**src/rtl/arb_adder2comp_if.sv**
```systemverilog
// Requester and datapath signal bundle for arb_adder2comp.
// slave = arbiter side, master = requesters plus the external adder datapath.
interface arb_adder2comp_if #(
    parameter int N = 4
);
    logic         req0;
    logic         req1;
    logic [N-1:0] a0;
    logic [N-1:0] b0;
    logic [N-1:0] a1;
    logic [N-1:0] b1;
    logic         gnt0;
    logic         gnt1;
    logic [N-1:0] a;
    logic [N-1:0] b;
    logic         loadAB;
    logic         loadmagAB;
    logic         comp_mag;
    logic         comp_sinais;
    logic         soma_sub;
    logic         loadRES;
    logic [N:0]   result_in;
    logic [N:0]   res_out;
    logic         done0;
    logic         done1;
    logic         busy;

    modport slave (
        input  req0, req1, a0, b0, a1, b1, result_in,
        output gnt0, gnt1, a, b,
        output loadAB, loadmagAB, comp_mag, comp_sinais, soma_sub, loadRES,
        output res_out, done0, done1, busy
    );

    modport master (
        output req0, req1, a0, b0, a1, b1, result_in,
        input  gnt0, gnt1, a, b,
        input  loadAB, loadmagAB, comp_mag, comp_sinais, soma_sub, loadRES,
        input  res_out, done0, done1, busy
    );
endinterface

```
**src/rtl/arb_adder2comp.sv**
```systemverilog
// Two-requester arbiter sequencing a shared two's-complement adder datapath.
// Define ARB_ADDER2COMP_FIXED_PRI_EN for fixed priority (req0 wins); default is round-robin.
//
// state  | meaning
// IDLE   | waiting for a request; arbitrates and captures operands
// LOAD   | loadAB strobe
// MAG    | loadmagAB strobe
// CMPMAG | comp_mag strobe
// CMPSGN | comp_sinais strobe
// ADDSUB | soma_sub strobe
// LDRES  | loadRES strobe
// CAPT   | result_in captured into res_out; done follows next cycle
module arb_adder2comp #(
    parameter int N = 4
) (
    input  logic              clk,
    input  logic              RESET,
    arb_adder2comp_if.slave   bus
);
    localparam logic [2:0] S_IDLE   = 3'd0;
    localparam logic [2:0] S_LOAD   = 3'd1;
    localparam logic [2:0] S_MAG    = 3'd2;
    localparam logic [2:0] S_CMPMAG = 3'd3;
    localparam logic [2:0] S_CMPSGN = 3'd4;
    localparam logic [2:0] S_ADDSUB = 3'd5;
    localparam logic [2:0] S_LDRES  = 3'd6;
    localparam logic [2:0] S_CAPT   = 3'd7;

    logic [2:0]   state;
    logic [2:0]   state_nxt;
    logic         owner;
    logic         pick1;
    logic         any_req;
    logic [N-1:0] a_q;
    logic [N-1:0] b_q;
    logic [N:0]   res_q;
    logic         done0_q;
    logic         done1_q;

    assign any_req = bus.req0 | bus.req1;

`ifdef ARB_ADDER2COMP_FIXED_PRI_EN
    always_comb begin
        pick1 = bus.req1 & ~bus.req0;
    end
`else
    // prio1 high means requester 1 wins the next tie (requester 0 was served last)
    logic prio1;

    always_comb begin
        pick1 = 1'b0;
        if (bus.req0 && bus.req1) begin
            pick1 = prio1;
        end else begin
            pick1 = bus.req1;
        end
    end

    always_ff @(posedge clk) begin
        if (RESET) begin
            prio1 <= 1'b0;
        end else if (state == S_IDLE && any_req) begin
            prio1 <= ~pick1;
        end
    end
`endif

    always_comb begin
        state_nxt = state;
        case (state)
            S_IDLE:   if (any_req) state_nxt = S_LOAD;
            S_LOAD:   state_nxt = S_MAG;
            S_MAG:    state_nxt = S_CMPMAG;
            S_CMPMAG: state_nxt = S_CMPSGN;
            S_CMPSGN: state_nxt = S_ADDSUB;
            S_ADDSUB: state_nxt = S_LDRES;
            S_LDRES:  state_nxt = S_CAPT;
            S_CAPT:   state_nxt = S_IDLE;
            default:  state_nxt = S_IDLE;
        endcase
    end

    always_ff @(posedge clk) begin
        if (RESET) begin
            state   <= S_IDLE;
            owner   <= 1'b0;
            a_q     <= '0;
            b_q     <= '0;
            res_q   <= '0;
            done0_q <= 1'b0;
            done1_q <= 1'b0;
        end else begin
            state   <= state_nxt;
            done0_q <= (state == S_CAPT) && !owner;
            done1_q <= (state == S_CAPT) && owner;
            // operands are frozen at the grant edge; later input changes are ignored
            if (state == S_IDLE && any_req) begin
                owner <= pick1;
                a_q   <= pick1 ? bus.a1 : bus.a0;
                b_q   <= pick1 ? bus.b1 : bus.b0;
            end
            if (state == S_CAPT) begin
                res_q <= bus.result_in;
            end
        end
    end

    assign bus.busy        = (state != S_IDLE);
    assign bus.gnt0        = (state != S_IDLE) && !owner;
    assign bus.gnt1        = (state != S_IDLE) && owner;
    assign bus.a           = a_q;
    assign bus.b           = b_q;
    assign bus.res_out     = res_q;
    assign bus.done0       = done0_q;
    assign bus.done1       = done1_q;
    assign bus.loadAB      = (state == S_LOAD);
    assign bus.loadmagAB   = (state == S_MAG);
    assign bus.comp_mag    = (state == S_CMPMAG);
    assign bus.comp_sinais = (state == S_CMPSGN);
    assign bus.soma_sub    = (state == S_ADDSUB);
    assign bus.loadRES     = (state == S_LDRES);
endmodule

```
**src/flat_wrapper.sv**
```systemverilog
// flat-port wrapper written by rule: the top's interface ports become plain ports
module arb_adder2comp_flat 
#(
    parameter int N = 4
)
  (clk, RESET, bus_req0, bus_req1, bus_a0, bus_b0, bus_a1, bus_b1, bus_result_in, bus_gnt0, bus_gnt1, bus_a, bus_b, bus_loadAB, bus_loadmagAB, bus_comp_mag, bus_comp_sinais, bus_soma_sub, bus_loadRES, bus_res_out, bus_done0, bus_done1, bus_busy);
  arb_adder2comp_if #(.N(N)) bus_i ();
  input  logic clk;
  input  logic RESET;
  input wire logic [$bits(bus_i.req0)-1:0] bus_req0;
  input wire logic [$bits(bus_i.req1)-1:0] bus_req1;
  input wire logic [$bits(bus_i.a0)-1:0] bus_a0;
  input wire logic [$bits(bus_i.b0)-1:0] bus_b0;
  input wire logic [$bits(bus_i.a1)-1:0] bus_a1;
  input wire logic [$bits(bus_i.b1)-1:0] bus_b1;
  input wire logic [$bits(bus_i.result_in)-1:0] bus_result_in;
  output wire logic [$bits(bus_i.gnt0)-1:0] bus_gnt0;
  output wire logic [$bits(bus_i.gnt1)-1:0] bus_gnt1;
  output wire logic [$bits(bus_i.a)-1:0] bus_a;
  output wire logic [$bits(bus_i.b)-1:0] bus_b;
  output wire logic [$bits(bus_i.loadAB)-1:0] bus_loadAB;
  output wire logic [$bits(bus_i.loadmagAB)-1:0] bus_loadmagAB;
  output wire logic [$bits(bus_i.comp_mag)-1:0] bus_comp_mag;
  output wire logic [$bits(bus_i.comp_sinais)-1:0] bus_comp_sinais;
  output wire logic [$bits(bus_i.soma_sub)-1:0] bus_soma_sub;
  output wire logic [$bits(bus_i.loadRES)-1:0] bus_loadRES;
  output wire logic [$bits(bus_i.res_out)-1:0] bus_res_out;
  output wire logic [$bits(bus_i.done0)-1:0] bus_done0;
  output wire logic [$bits(bus_i.done1)-1:0] bus_done1;
  output wire logic [$bits(bus_i.busy)-1:0] bus_busy;
  assign bus_i.req0 = bus_req0;
  assign bus_i.req1 = bus_req1;
  assign bus_i.a0 = bus_a0;
  assign bus_i.b0 = bus_b0;
  assign bus_i.a1 = bus_a1;
  assign bus_i.b1 = bus_b1;
  assign bus_i.result_in = bus_result_in;
  assign bus_gnt0 = bus_i.gnt0;
  assign bus_gnt1 = bus_i.gnt1;
  assign bus_a = bus_i.a;
  assign bus_b = bus_i.b;
  assign bus_loadAB = bus_i.loadAB;
  assign bus_loadmagAB = bus_i.loadmagAB;
  assign bus_comp_mag = bus_i.comp_mag;
  assign bus_comp_sinais = bus_i.comp_sinais;
  assign bus_soma_sub = bus_i.soma_sub;
  assign bus_loadRES = bus_i.loadRES;
  assign bus_res_out = bus_i.res_out;
  assign bus_done0 = bus_i.done0;
  assign bus_done1 = bus_i.done1;
  assign bus_busy = bus_i.busy;
  arb_adder2comp #(.N(N)) u_core (.clk(clk), .RESET(RESET), .bus(bus_i));
endmodule
```
**config.mk**
```make
export PLATFORM = sky130hd
export DESIGN_NAME = arb_adder2comp_flat
export DESIGN_NICKNAME = d
export VERILOG_FILES = /design/src/rtl/arb_adder2comp_if.sv /design/src/rtl/arb_adder2comp.sv /design/src/flat_wrapper.sv
export SDC_FILE = /design/constraint.sdc
export NUM_CORES = 1
export LEC_CHECK = 0
export ABC_AREA = 1
export BUFFER_PORTS_ARGS = -buffer_cell sky130_fd_sc_hd__buf_2
export CORE_MARGIN = 1
export CORE_UTILIZATION = 25
export CTS_CLUSTER_DIAMETER = 80
export CTS_CLUSTER_SIZE = 8
export DETAILED_ROUTE_END_ITERATION = 8
export PLACE_DENSITY = 0.55
export SYNTH_ARGS = -nofsm -noshare
export SYNTH_HDL_FRONTEND = slang
export SYNTH_SLANG_ARGS = --single-unit
```
**constraint.sdc**
```tcl
create_clock -name clk -period 2.4 [get_ports clk]
set_input_delay 0.24 -clock clk [delete_from_list [all_inputs] [get_ports clk]]
set_output_delay 0.24 -clock clk [all_outputs]
set_load 0.005 [all_outputs]
```
==> impl_results.md, run 1 <==
* Top-area cell type share of the netlist area at 40.5%
* Max Cap Viol at 0
* Crit path DAT at 1.18 ns
* Fin worst setup slack at 0.981 ns
* TritonCTS clock tree: yes
* Placer congestion estimate at 0.694
* CTS buffer count at 3
* FP Rows at 22
* Top Family by Delay on Critical Path: flip-flops
* Clk pin slew, worst setup/hold paths at 0.07 ns
* # hold bufs at CTS at 0
* Fmax at slightly above 700 MHz
* Antenna-violating nets left at 0
* Worst IR Drop VDD at 0.200 mV
* Top post-synthesis cells by count: 26 x nand2_1, 20 x dfxtp_1, 15 x nor2_1
* Adder-Cell Fraction of Synth Area at 0%
* Placed instance area at around 1300 um2
* Final count of negative-setup-slack endpoints at 0
* Seq cells post-synth at 20
* Register-to-Register Path Depth at 5
* Pre-antenna DRT Iters at 4
* Critical Path Fanout Max at 5
* Power Density at between 600 and 700 nW/um2
* Worst path depth at 5
* Final Max Tran Viols at 0
* Vias in the first global route at around 930
* Total Wirelength at between 2 and 2.5 mm
* Slowest cell delay on critical path at 0.40 ns
* Critical path class: reg2out
* Post-CTS Setup Bufs at 0
* Final hold violations at 0
* Clk Latency, worst-skew pair at 0.26 ns
* Starting DRT DRC Count at 35
* Final Critical Period at ~1.4 ns
* Top FF cell, synth: dfxtp_1
* Post_cts resized at 0
* # DRC at 0
* Top layer in use: met4
* Final instance area at 1330 um2
* Post-synth EDFFs at 0
* Vias per cell at 4.22
* Min-delay worst type: in2reg
* Largest net degree at the start of global routing at 15
* Buffers and inverters on the worst path at 3
* Compound-Gate Fraction of Synth Area at 12.5%
* Initial antenna violation count at 0
* Final Skew at 0.00189 ns
* Static Leak at 0.665 nW
* First-pass GRT wire length at 4.08 mm
* Clk root buf: clkbuf_8
* Num ports at 49
* Cells taking the most area after synthesis: dfxtp_1 41%, nand2_1 9.9%, a21oi_2 8.0%
* Register area share after synthesis at 40.5%
* WP data required at 2.16 ns
* Met2 WL at 845 um
* Most frequent cell after synthesis: nand2_1
* Drt wl/cell at 10.3 um
* GRT Resource Usage Total at between 10% and 20%
* Synthesized instance count at 125
* Die width at 64.9 um
* Largest family of logic cells by synthesized area: simple AND/OR/NAND/NOR gates
* Filler instances at a little over 400
* Multiplexer area fraction after synthesis at 0%
* Post-synth cell types at 20
* Final net count at 201
* Crit-path slowest cell: dfxtp_1
* GRT overflow at 0
* Ant diodes at 0
* Share of cells above drive strength 1 at 47.4%
* Met1 Wirelength at 1.15 mm
* Area leader, netlist: dfxtp_1
* Startpoint Class: flip-flop
* Post-Route Setup TNS at 0 ns
* Crit path cell chain: inv_2 > nand2_4 > inv_6 > nor2_1 > buf_2
* Via Count at between 900 and 1000
* Area delta synth->final at 34.3%
* Full die area at 4210 um2
* Synth Warn # at 0
* Buffers on Ports at 48
* Core area at 3720 um2
* CP endpoint kind: output port
* Synthesized cell area at 988 um2
* Simple-gate share of the synthesized area at 40.4%
* Die Y at 64.9 um
* Initial core utilization at 26.6%
* Final Core Density at around 36%
* Worst hold path cell count at 3
* Status: completed
* Mapped Nets at 150
* RSZ-0062 raised after global routing: no
* Pre-CTS setup slack at 1.26 ns
* HPWL after detailed placement at 1.77 mm
* XOR/XNOR share of the synthesized area at 0%
* TritonCTS Sinks at 20
* Post-synth ARST share at 0%
* Tcrit/Tclk final at 59.1%
* Slew headroom at 75.8%
* Routed met3 length at 254 um
* H-tree Lvls at 1
* Longest Clk Path Bufs at 2
* Worst-Margin Slew at 0.362 ns
* Avg Inst Size Synth at roughly 7.9 um2
[state kept, by name, summed over array words and instances (netlist names)]
register            cells
u_core.owner            1
u_core.bus.a            4
u_core.bus.res_out      5
u_core.bus.b            4
u_core.state            3
u_core.bus.done0        1
u_core.bus.done1        1
u_core.prio1            1
[worst paths after layout]
kind,startpoint,to,slack [ns]
setup reg to reg,u_core.state[1],u_core.bus.res_out[0],1.30
hold reg to reg,u_core.bus.a[3],u_core.bus.a[3],0.47
hold / removal,bus_result_in[2],u_core.bus.res_out[2],0.20
setup / recovery,u_core.state[2],bus_gnt1,0.98
[layer usage]
layer | vias up | global-route usage [%]
met4 | 0 | 5.83
li1 | 503 | -
met1 | 383 | 15.9
met2 | 49 | 18.5
met3 | 5 | 3.87
met5 | - | 0
[final cells by class]
| class | count | area (um2) | share of cell area, % |
|---|---|---|---|
| Clock buffer | 4 | 55.1 | 4.15 |
| Sequential cell | 20 | 400 | 30.2 |
| Multi-Input combinational cell | 92 | 523 | 39.4 |
| Inverter | 11 | 48.8 | 3.68 |
| Timing Repair Buffer | 48 | 240 | 18.1 |
| Tap cell | 48 | 60.1 | 4.52 |
[kinds of logic after synthesis]
| logic type | after synthesis |
|---|---|
| AND/OR/NAND/NOR | 75 |
| buffers and inverters | 13 |
| AO/OA/AOI/OAI | 17 |
| flip-flops | 20 |
[report_power, final]
group | switching (mW) | leakage [nW] | internal (mW)
registers | 0.0193 | 0.163 | 0.353
logic | 0.112 | 0.473 | 0.0766
clock network | 0.113 | 0.0288 | 0.146
total | 0.244 | 0.665 | 0.576
[worst min-delay path, cell delays in order]
cell and delay, ns:
buf_2 0.08, nor2_1 0.03, nor2_1 0.08
[cells in the final DEF, fill, tap and decap left out, drive strengths merged]
cell type and n:
buf 48, nand2 40, dfxtp 20, nor2 19, inv 11, nand3 9, a21oi 9, nor3 7
o21ai 6, clkbuf 4, o211ai 1, o31ai 1
[through the flow]
step | power (mW) | hold slack (ns) | cells
floorplan | 0.505 | 0.317 | 125
global placement | 0.572 | 0.461 | 219
detailed placement | 0.570 | 0.459 | 219
CTS | 0.834 | 0.198 | 223
global route | 0.877 | 0.202 | 223
finish | 0.820 | 0.202 | 223
Note: power is estimated with default switching activity, not from simulation.
==> run 2: changes to the inputs <==
clock period = 1.45 ns   (was 2.4 ns; I/O delays follow)
==> impl_results.md, run 2 (synthesis results as in run 1) <==
* Status: completed
* Min-delay worst type: in2reg
* Hold Slack at 0.111 ns (-0.0909 ns)
* Placer congestion estimate at 0.787 (+13%)
* Largest net degree at the start of global routing at 14 (-1)
* Ant diodes at 0 (unchanged)
* Post-CTS Setup Bufs at 0 (unchanged)
* H-tree Lvls at 1 (unchanged)
* GRT overflow at 0 (unchanged)
* Num ports at 49 (unchanged)
* Initial core utilization at 26.6% (unchanged)
* Startpoint Class: flip-flop
* Tcrit/Tclk final at around nine tenths
* Most frequent cells in the layout: 48 x buf_2, 26 x nand2_1, 20 x dfxtp_1
* Antenna-violating nets left at 0 (unchanged)
* Initial antenna violation count at 0 (unchanged)
* Multi-input gate area at 523 um2 (unchanged)
* Fmax at around 750 MHz
* Final Skew at 0.00241 ns (+0.000521 ns)
* Longest Clk Path Bufs at 2 (unchanged)
* RSZ-0062 raised after global routing: no
* TritonCTS Sinks at 20 (unchanged)
* Core area at 3720 um2 (unchanged)
* CP endpoint kind: output port
* Register area at 400 um2 (unchanged)
* Clk pin slew, worst setup/hold paths at 0.07 ns (about the same)
* Vias in the first global route at 861 (-7.2%)
* WP data required at 1.31 ns (-0.85 ns)
* Final Max Tran Viols at 0 (unchanged)
* Worst IR Drop VDD at 0.542 mV (+170%)
* Buffers on Ports at 48 (unchanged)
* Share of cells above drive strength 1 at 47.7% (+0.30 points)
* Static Leak at 0.670 nW (+0.72%)
* Die Y at 64.9 um (unchanged)
* Final count of negative-setup-slack endpoints at 0 (unchanged)
* Critical Path Fanout Max at 5 (unchanged)
* Pre-antenna DRT Iters at 4 (unchanged)
* # DRC at 0 (unchanged)
* NetSw at 0.396 mW (+62%)
* Starting DRT DRC Count at 87 (+150%)
* Largest register FFs at 5 (unchanged)
* Crit path DAT at 1.19 ns (about the same)
* Max Cap Viol at 0 (unchanged)
* Filler instances at 410 (-0.73%)
* Switching Share at 29.3% (-0.42 points)
* Combinational group share of total power at 23.3% (+0.3 points)
* Full die area at 4210 um2 (unchanged)
* Final hold violations at 0 (unchanged)
* Final net count at 202 (+0.50%)
* Area delta synth->final at 35.1%
* Final Critical Period at 1.33 ns
* Sequential share of power at 45.6% (about the same)
* Post_cts resized at 0 (unchanged)
* Drt wl/cell at 9.95 um (-3.1%)
* Clk root buf: clkbuf_8
* First-pass GRT wire length at 3.92 mm (-3.9%)
* Commonest non-fill, non-tap cell in the layout: buf_2
* HPWL after detailed placement at 1.73 mm (-1.9%)
* Slew headroom at 84.3% (+8.4 points)
* Clk Latency, worst-skew pair at 0.26 ns (about the same)
* Critical path class: reg2out
* # hold bufs at CTS at 0 (unchanged)
* Placed instance area at 1280 um2 (+0.59%)
* FP Rows at 22 (unchanged)
* Power Density at 1010 nW/um2 (+64%)
* Cell-internal power at 0.955 mW (+66%)
* Vias per cell at 4.26 (+1.1%)
* CTS buffer count at 3 (unchanged)
* Worst-Margin Slew at 0.236 ns (-0.127 ns)
* GRT Resource Usage Total at 11.9% (-0.44 points)
* Post-Route Setup TNS at 0 ns (unchanged)
* Via Count at 955 (+1.6%)
* Final instance area at 1340 um2 (+0.57%)
* TritonCTS clock tree: yes
* Total Wirelength at 2.23 mm (-2.7%)
* Clk pwr share at 31.2% (-0.4 points)
* Die width at 64.9 um (unchanged)
[run 2: cell count changes in the layout (fill, tap and decap cells not counted), sizes merged]
cell	delta
buf	+1
[run 2: layer usage]
metal  GRT usage (%)  vias up  part of all wire (%)
li1                -      504                     -
met1            15.9      397                    49
met2            17.8       52                    39
met3            4.75        2                    11
met4            2.50        0                  0.54
met5               0        -                     0
[run 2: cell type report]
| class | instances | area share [%] |
|---|---|---|
| Inverter | 11 | 3.66 |
| Multi-Input combinational cell | 92 | 39.2 |
| Tap cell | 48 | 4.50 |
| Clock buffer | 4 | 4.12 |
| Sequential cell | 20 | 30.0 |
| Timing Repair Buffer | 49 | 18.6 |
[run 2: metrics by stage]
step | setup slack (ns) | util [%] | instances | power (mW)
3_5_place_dp | 0.371 | 34.4 | 220 | 0.947
2_1_floorplan | 0.456 | - | 125 | 0.836
5_1_grt | 0.0183 | 35.9 | 224 | 1.44
6_report | 0.117 | 35.9 | 224 | 1.35
3_3_place_gp | 0.376 | 34.4 | 220 | 0.947
4_1_cts | 0.0931 | 35.9 | 224 | 1.37
[run 2: path summary, 6_finish.rpt]
| check | from | end | cells past startpoint | slack, ns |
|---|---|---|---|---|
| setup / recovery | u_core.state[0] | bus_loadAB | 3 | 0.12 |
| hold / removal | bus_result_in[4] | u_core.bus.res_out[4] | 3 | 0.11 |
| hold reg to reg | u_core.bus.a[3] | u_core.bus.a[3] | 2 | 0.47 |
| setup reg to reg | u_core.state[2] | u_core.bus.b[2] | 6 | 0.36 |
[run 2: worst max-delay path: stages, from the launching register on]
cell	delay (ns)
dfxtp_1	0.45
inv_1	0.13
nor3_1	0.19
buf_2	0.15
[run 2: power groups by stage]
stage	clock network, mW	registers [mW]	logic [mW]
3_3_place_gp	0	0.629	0.319
6_report	0.421	0.616	0.314
3_5_place_dp	0	0.628	0.318
4_1_cts	0.438	0.616	0.320
5_1_grt	0.458	0.621	0.359
2_1_floorplan	0	0.628	0.208
